<file path="config.mk">
export PLATFORM = sky130hd
export DESIGN_NAME = tuple_classifier
export DESIGN_NICKNAME = d
export VERILOG_FILES = /design/src/rtl/tuple_classifier.sv
export SDC_FILE = /design/constraint.sdc
export NUM_CORES = 1
export LEC_CHECK = 0
export CAP_MARGIN = 20
export CORE_AREA = 3 3 425 427
export DETAILED_ROUTE_END_ITERATION = 8
export DIE_AREA = 0 0 428 430
export DONT_BUFFER_PORTS = 1
export GPL_ROUTABILITY_DRIVEN = 0
export GPL_TIMING_DRIVEN = 1
export HOLD_SLACK_MARGIN = 0.15
export SLEW_MARGIN = 10
export SYNTH_ARGS = -nofsm -noshare
export SYNTH_HDL_FRONTEND = slang
export SYNTH_SLANG_ARGS = --single-unit
</file>
<file path="constraint.sdc">
create_clock -name axi_aclk -period 6.1 [get_ports axi_aclk]
set_clock_uncertainty 0.2 [all_clocks]
set_input_delay 0.61 -clock axi_aclk [delete_from_list [all_inputs] [get_ports axi_aclk]]
set_output_delay 0.61 -clock axi_aclk [all_outputs]
set_load 0.01 [all_outputs]
</file>
<file path="src/rtl/tuple_classifier.sv">
// Inline AXI-Stream 5-tuple parser and single-rule dropper; data passes through combinationally.
// Verdict is registered one cycle after tlast acceptance; valid/ready are gated by result_nearly_full.
module tuple_classifier #(
  parameter int C_S_AXIS_DATA_WIDTH  = 256,
  parameter int C_M_AXIS_DATA_WIDTH  = 256,
  parameter int C_S_AXIS_TUSER_WIDTH = 128,
  parameter int C_M_AXIS_TUSER_WIDTH = 128
) (
  input  logic                              axi_aclk,
  input  logic                              axi_aresetn,
  input  logic [C_S_AXIS_DATA_WIDTH-1:0]    s_axis_tdata,
  input  logic [C_S_AXIS_DATA_WIDTH/8-1:0]  s_axis_tstrb,
  input  logic [C_S_AXIS_TUSER_WIDTH-1:0]   s_axis_tuser,
  input  logic                              s_axis_tvalid,
  output logic                              s_axis_tready,
  input  logic                              s_axis_tlast,
  output logic [C_M_AXIS_DATA_WIDTH-1:0]    m_axis_tdata,
  output logic [C_M_AXIS_DATA_WIDTH/8-1:0]  m_axis_tstrb,
  output logic [C_M_AXIS_TUSER_WIDTH-1:0]   m_axis_tuser,
  output logic                              m_axis_tvalid,
  input  logic                              m_axis_tready,
  output logic                              m_axis_tlast,
  input  logic                              rule_en,
  input  logic [31:0]                       rule_src_addr,
  input  logic [31:0]                       rule_src_mask,
  input  logic [7:0]                        rule_proto,
  input  logic [15:0]                       rule_dst_port,
  output logic                              result_wr_en,
  output logic [104:0]                      result_din,
  input  logic                              result_nearly_full,
  output logic [31:0]                       pkt_count,
  output logic [31:0]                       drop_count
);

  typedef enum logic [1:0] {HDR0, HDR1, PAYLOAD, EMIT} state_t;

  state_t        r_state;
  logic [15:0]   r_etype;
  logic [7:0]    r_verihl;
  logic [7:0]    r_proto;
  logic [31:0]   r_src;
  logic [15:0]   r_dst_hi;
  logic [15:0]   r_dst_lo;
  logic [15:0]   r_sport;
  logic [15:0]   r_dport;
  logic          r_wr_en;
  logic [104:0]  r_din;
  logic [31:0]   r_pkt;
  logic [31:0]   r_drop;

  logic          w_accept;
  logic          w_first;
  logic          w_in_hdr1;
  logic          w_ihl5;
  logic          w_l4;
  logic          w_ipv4;
  logic          w_drop;
  logic [31:0]   w_dst;
  logic [15:0]   w_sport;
  logic [15:0]   w_dport;
  logic [104:0]  w_verdict;

  assign m_axis_tdata  = s_axis_tdata;
  assign m_axis_tstrb  = s_axis_tstrb;
  assign m_axis_tuser  = s_axis_tuser;
  assign m_axis_tlast  = s_axis_tlast;
  assign m_axis_tvalid = s_axis_tvalid & ~result_nearly_full;
  assign s_axis_tready = m_axis_tready & ~result_nearly_full;

  assign w_accept     = s_axis_tvalid & s_axis_tready;
  assign result_wr_en = r_wr_en;
  assign result_din   = r_din;
  assign pkt_count    = r_pkt;
  assign drop_count   = r_drop;

  // In HDR1 the tlast beat itself carries dst-low and ports, so bypass the latches.
  always_comb begin
    w_first   = (r_state == HDR0) || (r_state == EMIT);
    w_in_hdr1 = (r_state == HDR1);
    w_ihl5    = (r_verihl[3:0] == 4'd5);
    w_l4      = w_ihl5 && ((r_proto == 8'd6) || (r_proto == 8'd17));
    w_ipv4    = (r_etype == 16'h0800) && (r_verihl[7:4] == 4'd4);
    w_dst     = {r_dst_hi, w_in_hdr1 ? s_axis_tdata[255:240] : r_dst_lo};
    w_sport   = 16'd0;
    w_dport   = 16'd0;
    if (w_l4) begin
      w_sport = w_in_hdr1 ? s_axis_tdata[239:224] : r_sport;
      w_dport = w_in_hdr1 ? s_axis_tdata[223:208] : r_dport;
    end
    w_drop = rule_en
           && (((r_src ^ rule_src_addr) & rule_src_mask) == 32'd0)
           && ((rule_proto == 8'd0) || (r_proto == rule_proto))
           && ((rule_dst_port == 16'd0) || (w_dport == rule_dst_port));
    w_verdict = {1'b1, 104'd0};
    if (!w_first && w_ipv4)
      w_verdict = {~w_drop, r_src, w_dst, w_sport, w_dport, r_proto};
  end

  always_ff @(posedge axi_aclk) begin
    if (!axi_aresetn) begin
      r_state  <= HDR0;
      r_etype  <= '0;
      r_verihl <= '0;
      r_proto  <= '0;
      r_src    <= '0;
      r_dst_hi <= '0;
      r_dst_lo <= '0;
      r_sport  <= '0;
      r_dport  <= '0;
      r_wr_en  <= 1'b0;
      r_din    <= '0;
      r_pkt    <= '0;
      r_drop   <= '0;
    end else begin
      r_wr_en <= 1'b0;
      if (r_wr_en) begin
        r_pkt <= r_pkt + 32'd1;
        if (!r_din[104]) r_drop <= r_drop + 32'd1;
      end
      if (w_accept) begin
        unique case (r_state)
          HDR0, EMIT: begin
            r_etype  <= s_axis_tdata[159:144];
            r_verihl <= s_axis_tdata[143:136];
            r_proto  <= s_axis_tdata[71:64];
            r_src    <= s_axis_tdata[47:16];
            r_dst_hi <= s_axis_tdata[15:0];
            r_sport  <= '0;
            r_dport  <= '0;
            r_state  <= s_axis_tlast ? EMIT : HDR1;
          end
          HDR1: begin
            r_dst_lo <= s_axis_tdata[255:240];
            if (w_ihl5) begin
              r_sport <= s_axis_tdata[239:224];
              r_dport <= s_axis_tdata[223:208];
            end
            r_state <= s_axis_tlast ? EMIT : PAYLOAD;
          end
          PAYLOAD: if (s_axis_tlast) r_state <= EMIT;
        endcase
        if (s_axis_tlast) begin
          r_wr_en <= 1'b1;
          r_din   <= w_verdict;
        end
      end else if (r_state == EMIT) begin
        r_state <= HDR0;
      end
    end
  end

endmodule

</file>
==> metrics, run 1 <==
outcome finished, final reports clean; met2 wire length 46100 um; # IOs 1100; kind of critical path reg2reg; area occupied by multi-input gates 6590 um^2; final instance area 18700 um^2; Top Layer Used met5; DP HPWL 75900 um; Fmax about 0.23 GHz; CTS tree done; fraction of layout cells with a size suffix above 1 ~7.4%; CTS Buffer Depth 3; worst-path cell with the longest stage delay or4_1; VDD IR max 0.000156 V; DRT antenna net count 0; routed wire length ~100000 um; clock root buffer clkbuf_16; crit path max fanout 36; number of flops mapped to enable cells by yosys 0; final net count around 2100; largest net degree at the start of global routing 263; dpl cells 3735; global route overflow 0; leak pwr around 5.6 nW; post-CTS setup buffer count 0; Die W between 400 and 500 um; Clk Latency, worst-skew pair ~0.61 ns; crit path DAT ~4.6 ns; crit path cell chain inv_1 -> ha_1 -> nor3_1 -> nand4_1 -> nor3_2 -> buf_4 -> nand4_1 -> or4_1 -> nor3_1 -> nor4b_1; worst min path class in2reg; CP startpoint kind flip-flop; PD cells 269 nW/um^2; final setup fails 0; Synth Flop Type dfxtp_1; share of the synthesized area in the top cell type 37.2%; Mapped Avg Cell Area ~8.6 um^2; Starting DRT DRC Count 1223; top post-synthesis cells by area dfxtp_1 (37%), buf_4 (19%), nand2_1 (6.3%); site row count 154; core area about 180000 um^2; max incr delay on CP 0.67 ns; ys async rst share 0%; Num CTS Buffers 40; Final Slew Violations 0; Critical Path RT 6.39 ns; RSZ-0062 raised after global routing no; M1 wire length 32500 um; first-pass GRT wire length 129000 um; Synth Instances 1885; Max-slew headroom 0.812%; crit path capture type flip-flop; Pwr Total a little over 5 mW; Yosys top cell by area dfxtp_1; mapped cell area ~16000 um^2; synthesized net count 2401; Cell Area, Placed 15700 um^2; CP Buf/Inv Count 2; final hold vios 0; number of global-route vias before repair 11928; Synthesis Warnings 0; Vias/cell approximately 3.2; TritonRoute pass-1 iters 5; Synth-to-Final Area Change 16.0%; TNS Setup 0 ns; Residual DRC 0; met3 WL 18500 um; initial antenna violation count 58; Die Ht 430 um; routed len/inst approximately 26 um; Initial Utilization 9.14%; synthesis-stage register bit count 300; Max-cap violations 0; actual slew at the worst max-slew pin 1.49 ns; Final period util 70.1%; Period minus WS final 4.28 ns; sequential share of the synthesized area 37.2%; Sink Count 300; gr usage total 10.6%; Non-Filler Instances 3982; DIE AREA 184000 um^2; post-synthesis cell type count 51; Fillers 20441; Reg clk slew, reported paths 0.06 ns; detailed-route via count 12698; port bufs 0; htree depth 2; cell family with most CP delay simple AND/OR/NAND/NOR gates; Reg area 6010 um^2
-- cells in the final DEF (no fill, tap or decap), types with 32 or more instances in the layout --
master / instances
dfxtp_1: 300
nand2_1: 266
dlygate4sd3_1: 134
a21boi_0: 98
and2_1: 86
nor2b_1: 76
a22oi_1: 72
xor2_1: 64
nand3_1: 48
mux2i_1: 42
clkbuf_16: 42
diode_2: 36
xnor2_1: 36
a21oi_1: 32
nor2_1: 32
-- sequential cells by signal (all words and copies together) (netlist names) --
name	flops
result_din	105
drop_count	32
pkt_count	32
r_src	32
r_dport	16
r_dst_hi	16
r_dst_lo	16
r_etype	16
r_sport	16
r_proto	8
r_verihl	8
r_state	2
result_wr_en	1
-- layer usage --
layer | global-route usage [%] | up-vias
li1 | - | 5317
met2 | 16.4 | 1034
met4 | 4.19 | 18
met5 | 5.49 | -
met1 | 10.2 | 6094
met3 | 8.37 | 235
-- report_power, final --
part           internal, mW  switching (mW)  total, mW
logic                 0.144           0.204      0.348
clock network          1.62            1.07       2.69
registers              1.98          0.0216       2.01
-- final timing paths --
kind                                         from  slack, ns  cells after the start              end
worst max-delay path                   r_state[0]       1.82                     10  result_din[104]
worst min-delay path            s_axis_tdata[216]       0.24                      3   result_din[16]
worst max register to register         r_state[0]       1.82                     10  result_din[104]
worst min register to register         r_sport[4]       0.25                      2       r_sport[4]
-- cell usage after synthesis, types with 4 or more instances --
| master | number |
|---|---|
| a211oi_1 | 16 |
| a21boi_0 | 98 |
| a21boi_1 | 5 |
| a21oi_1 | 32 |
| a22oi_1 | 72 |
| a31oi_1 | 8 |
| and2_1 | 88 |
| and3_1 | 13 |
| and4_1 | 4 |
| buf_1 | 8 |
| buf_2 | 7 |
| buf_4 | 418 |
| clkbuf_1 | 74 |
| dfxtp_1 | 300 |
| ha_1 | 5 |
| inv_1 | 17 |
| mux2_2 | 9 |
| mux2i_1 | 42 |
| nand2_1 | 269 |
| nand3_1 | 48 |
| nand4_1 | 22 |
| nor2_1 | 32 |
| nor2b_1 | 76 |
| nor3_1 | 5 |
| nor4_1 | 9 |
| nor4b_1 | 10 |
| o21ai_0 | 27 |
| o21ai_1 | 24 |
| o32ai_1 | 8 |
| or3_1 | 12 |
| xnor2_1 | 36 |
| xor2_1 | 64 |
-- layout make-up --
type                            instances  area share, %
Sequential cell                       300           32.1
Timing Repair Buffer                  156           8.33
Multi-Input combinational cell       1058           35.2
Clock buffer                           55           6.31
Clock inverter                         19           1.54
Antenna cell                           36          0.481
Tap cell                             2340           15.6
Inverter                               18          0.361
-- through the flow --
| stage | setup slack (ns) | hold slack [ns] | utilization [%] |
|---|---|---|---|
| floorplan | 3.73 | 0.236 | - |
| global placement | 1.83 | 0.241 | 8.92 |
| detailed placement | 1.83 | 0.247 | 8.92 |
| CTS | 1.78 | 0.157 | 10.5 |
| global route | 1.64 | 0.211 | 10.6 |
| finish | 1.82 | 0.239 | 10.6 |
-- worst register-to-register path, stage by stage, from the launching register on --
cell	delay, ns
dfxtp_1	0.43
inv_1	0.07
ha_1	0.42
nor3_1	0.43
nand4_1	0.63
nor3_2	0.37
buf_4	0.44
nand4_1	0.18
or4_1	0.67
nor3_1	0.22
nor4b_1	0.09
-- what timing repair did --
action | 4_1_cts | 5_1_grt
gates resized for setup | 0 | 0
hold endpoints to repair | 300 | 0
hold buffers | 135 | 0
-- cells by family after synthesis --
group / count (synthesis) / share of synthesized area, %
fa+ha+maj: 5 / 0.388
xor+xnor: 100 / 5.43
buf+inv: 527 / 22.1
mux: 51 / 3.24
flops: 300 / 37.2
simple gates: 603 / 18.8
compound gates: 299 / 12.7
No activity file was read; power rests on OpenSTA's default activity.
==> run 2: changes to the inputs <==
==> constraint.sdc (replaced) <==
create_clock -name axi_aclk -period 4.5 [get_ports axi_aclk]
set_clock_uncertainty 0.2 [all_clocks]
set_input_delay 0.45 -clock axi_aclk [delete_from_list [all_inputs] [get_ports axi_aclk]]
set_output_delay 0.45 -clock axi_aclk [all_outputs]
set_load 0.01 [all_outputs]
==> metrics, run 2 (same netlist as run 1, synthesis figures left out) <==
Fmax 0.254 GHz (+8.6%); Sink Count 300 (unchanged); TritonRoute pass-1 iters 6 (+1); Logic pwr share 7.4% (+0.5 points); initial antenna violation count 52 (-10%); most frequent cells in the layout dfxtp_1 (300), nand2_1 (266), dlygate4sd3_1 (148); crit path cell chain inv_1 -> ha_1 -> nor3_1 -> nand4_1 -> buf_4 -> nor3_2 -> nand4_1 -> or4_1 -> nor3_1 -> nor4b_1 -> dlygate4sd3_1; Num CTS Buffers 38 (-5.0%); Final Slew Violations 12 (+12); failing checks slew limit; final hold vios 0 (unchanged); DRT antenna net count 0 (unchanged); CTS Buffer Depth 3 (unchanged); max incr delay on CP 0.66 ns (about the same); crit path capture type flip-flop; worst min path class in2reg; largest net degree at the start of global routing 253 (-3.8%); leak pwr 5.68 nW (+0.80%); Max-cap violations 0 (unchanged); leading cell type in the layout, fill and taps excluded dfxtp_1; RR Startpoint r_state[0]; Reg clk slew, reported paths 0.06 ns (about the same); core area 176000 um^2 (unchanged); fraction of layout cells with a size suffix above 1 7.39% (-0.021 points); VDD IR max 0.000220 V (+41%); Net Sw Frac 25.6% (-0.026 points); worst-path cell with the longest stage delay or4_1; Period minus WS final 3.94 ns (-0.339 ns); Final period util 87.5% (+17 points); Clk pwr share 50.5% (-2.8 points); NetSw 1.65 mW (+28%); # IOs 1100 (unchanged); htree depth 2 (unchanged); first-pass GRT wire length 129000 um (-0.33%); CP startpoint kind flip-flop; CTS tree done; PD cells 344 nW/um^2 (+28%); site row count 154 (unchanged); Die W 428 um (unchanged); crit path DAT 4.23 ns (-0.33 ns); clock root buffer clkbuf_16; TNS Setup 0 ns (unchanged); Reg2Reg Depth 11 (+1); Clk Latency, worst-skew pair 0.59 ns (-0.02 ns); hold_ws 0.204 ns (-0.0345 ns); port bufs 0 (unchanged); Initial Utilization 9.14% (unchanged); detailed-route via count 12690 (-0.063%); P_int 4.80 mW (+28%); DIE AREA 184000 um^2 (unchanged); RR Endpoint result_din[104]; outcome complete, but fails checks; Fillers 20385 (-0.27%); Max-slew headroom -0.412% (-1.2 points); Vias/cell 3.17 (-0.54%); flop-to-flop setup slack 0.56 ns (-1.26 ns); crit path max fanout 6 (-83%); Starting DRT DRC Count 1122 (-8.3%); gr usage total 10.6% (-0.061 points); max reg flops 105 (unchanged); final net count 2111 (+1.0%); kind of critical path reg2reg; final setup fails 0 (unchanged); RSZ-0062 raised after global routing no; Residual DRC 0 (unchanged); DP HPWL 77700 um (+2.3%); Synth-to-Final Area Change 16.2%; beginning of the critical path r_state[0]; Reg power frac 42.1% (+2.3 points); routed wire length 102000 um (-0.40%); number of global-route vias before repair 12005 (+0.65%); post-CTS setup buffer count 0 (unchanged); Die Ht 430 um (unchanged); actual slew at the worst max-slew pin 1.51 ns (+0.0184 ns); Critical Path RT 4.79 ns (-1.60 ns); routed len/inst 25.5 um (-0.87%); global route overflow 0 (unchanged); CP Capture Point result_din[104]
==> run 2: timing repair <==
action	4_1_cts	5_1_grt
hold endpoints to repair	300	0
setup endpoints to repair	0	0
resized for setup	0	0
hold buffers	149	0
==> run 2: area by class of cell <==
type	instances	area (um^2)	area share (%)
antenna	37	92.6	0.494
clock buffer	55	1120	5.95
tap	2340	2930	15.6
multi-input combinational	1058	6590	35.2
clock inverter	14	186	0.994
timing repair buffer	179	1760	9.38
inverter	18	67.6	0.360
sequential	300	6010	32.0
==> run 2: per-layer routing <==
metal / GRT usage [%] / up-vias / part of all wire, %
li1: - / 5358 / -
met1: 9.53 / 6056 / 31
met2: 16.9 / 1002 / 46
met3: 8.91 / 258 / 18
met4: 3.81 / 16 / 3.8
met5: 4.24 / - / 1.3
==> run 2: how the worst min path moves through the flow <==
stage | endpoint | depth (start not counted) | start
final | pkt_count[6] | 2 | axi_aresetn
after global routing | drop_count[6] | 2 | axi_aresetn
after floorplan | r_sport[0] | 2 | r_sport[0]
after detailed placement | r_sport[13] | 2 | r_sport[13]
after global placement | r_sport[1] | 2 | r_sport[1]
after CTS | r_proto[7] | 2 | axi_aresetn
==> run 2: power by group through the flow <==
stage | Sequential (mW) | Clock [mW] | Combinational [mW]
final | 2.72 | 3.26 | 0.477
after global routing | 2.72 | 3.47 | 0.515
after CTS | 2.72 | 3.37 | 0.493
after detailed placement | 2.78 | 0 | 0.309
after global placement | 2.78 | 0 | 0.305
after floorplan | 2.77 | 0 | 0.588
==> run 2: per-stage QoR <==
step | utilization [%] | cell area [um^2] | instances | total power [mW] | worst slack [ns]
finish | 10.6 | 18700 | 4001 | 6.45 | 0.561
global route | 10.6 | 18700 | 3982 | 6.70 | 0.254
CTS | 10.6 | 18700 | 3964 | 6.58 | 0.217
detailed placement | 8.98 | 15800 | 3746 | 3.09 | 0.685
global placement | 8.98 | 15800 | 3746 | 3.08 | 0.637
floorplan | - | 16100 | 1885 | 3.36 | 2.13
==> run 2: worst max-delay path: cells and delay by family (launching register included) <==
family                     cells  cell delay (ns)
adders and majority gates      1             0.40
buffers and inverters          3             0.83
DFF                            1             0.42
and+or+nand+nor                7             1.99
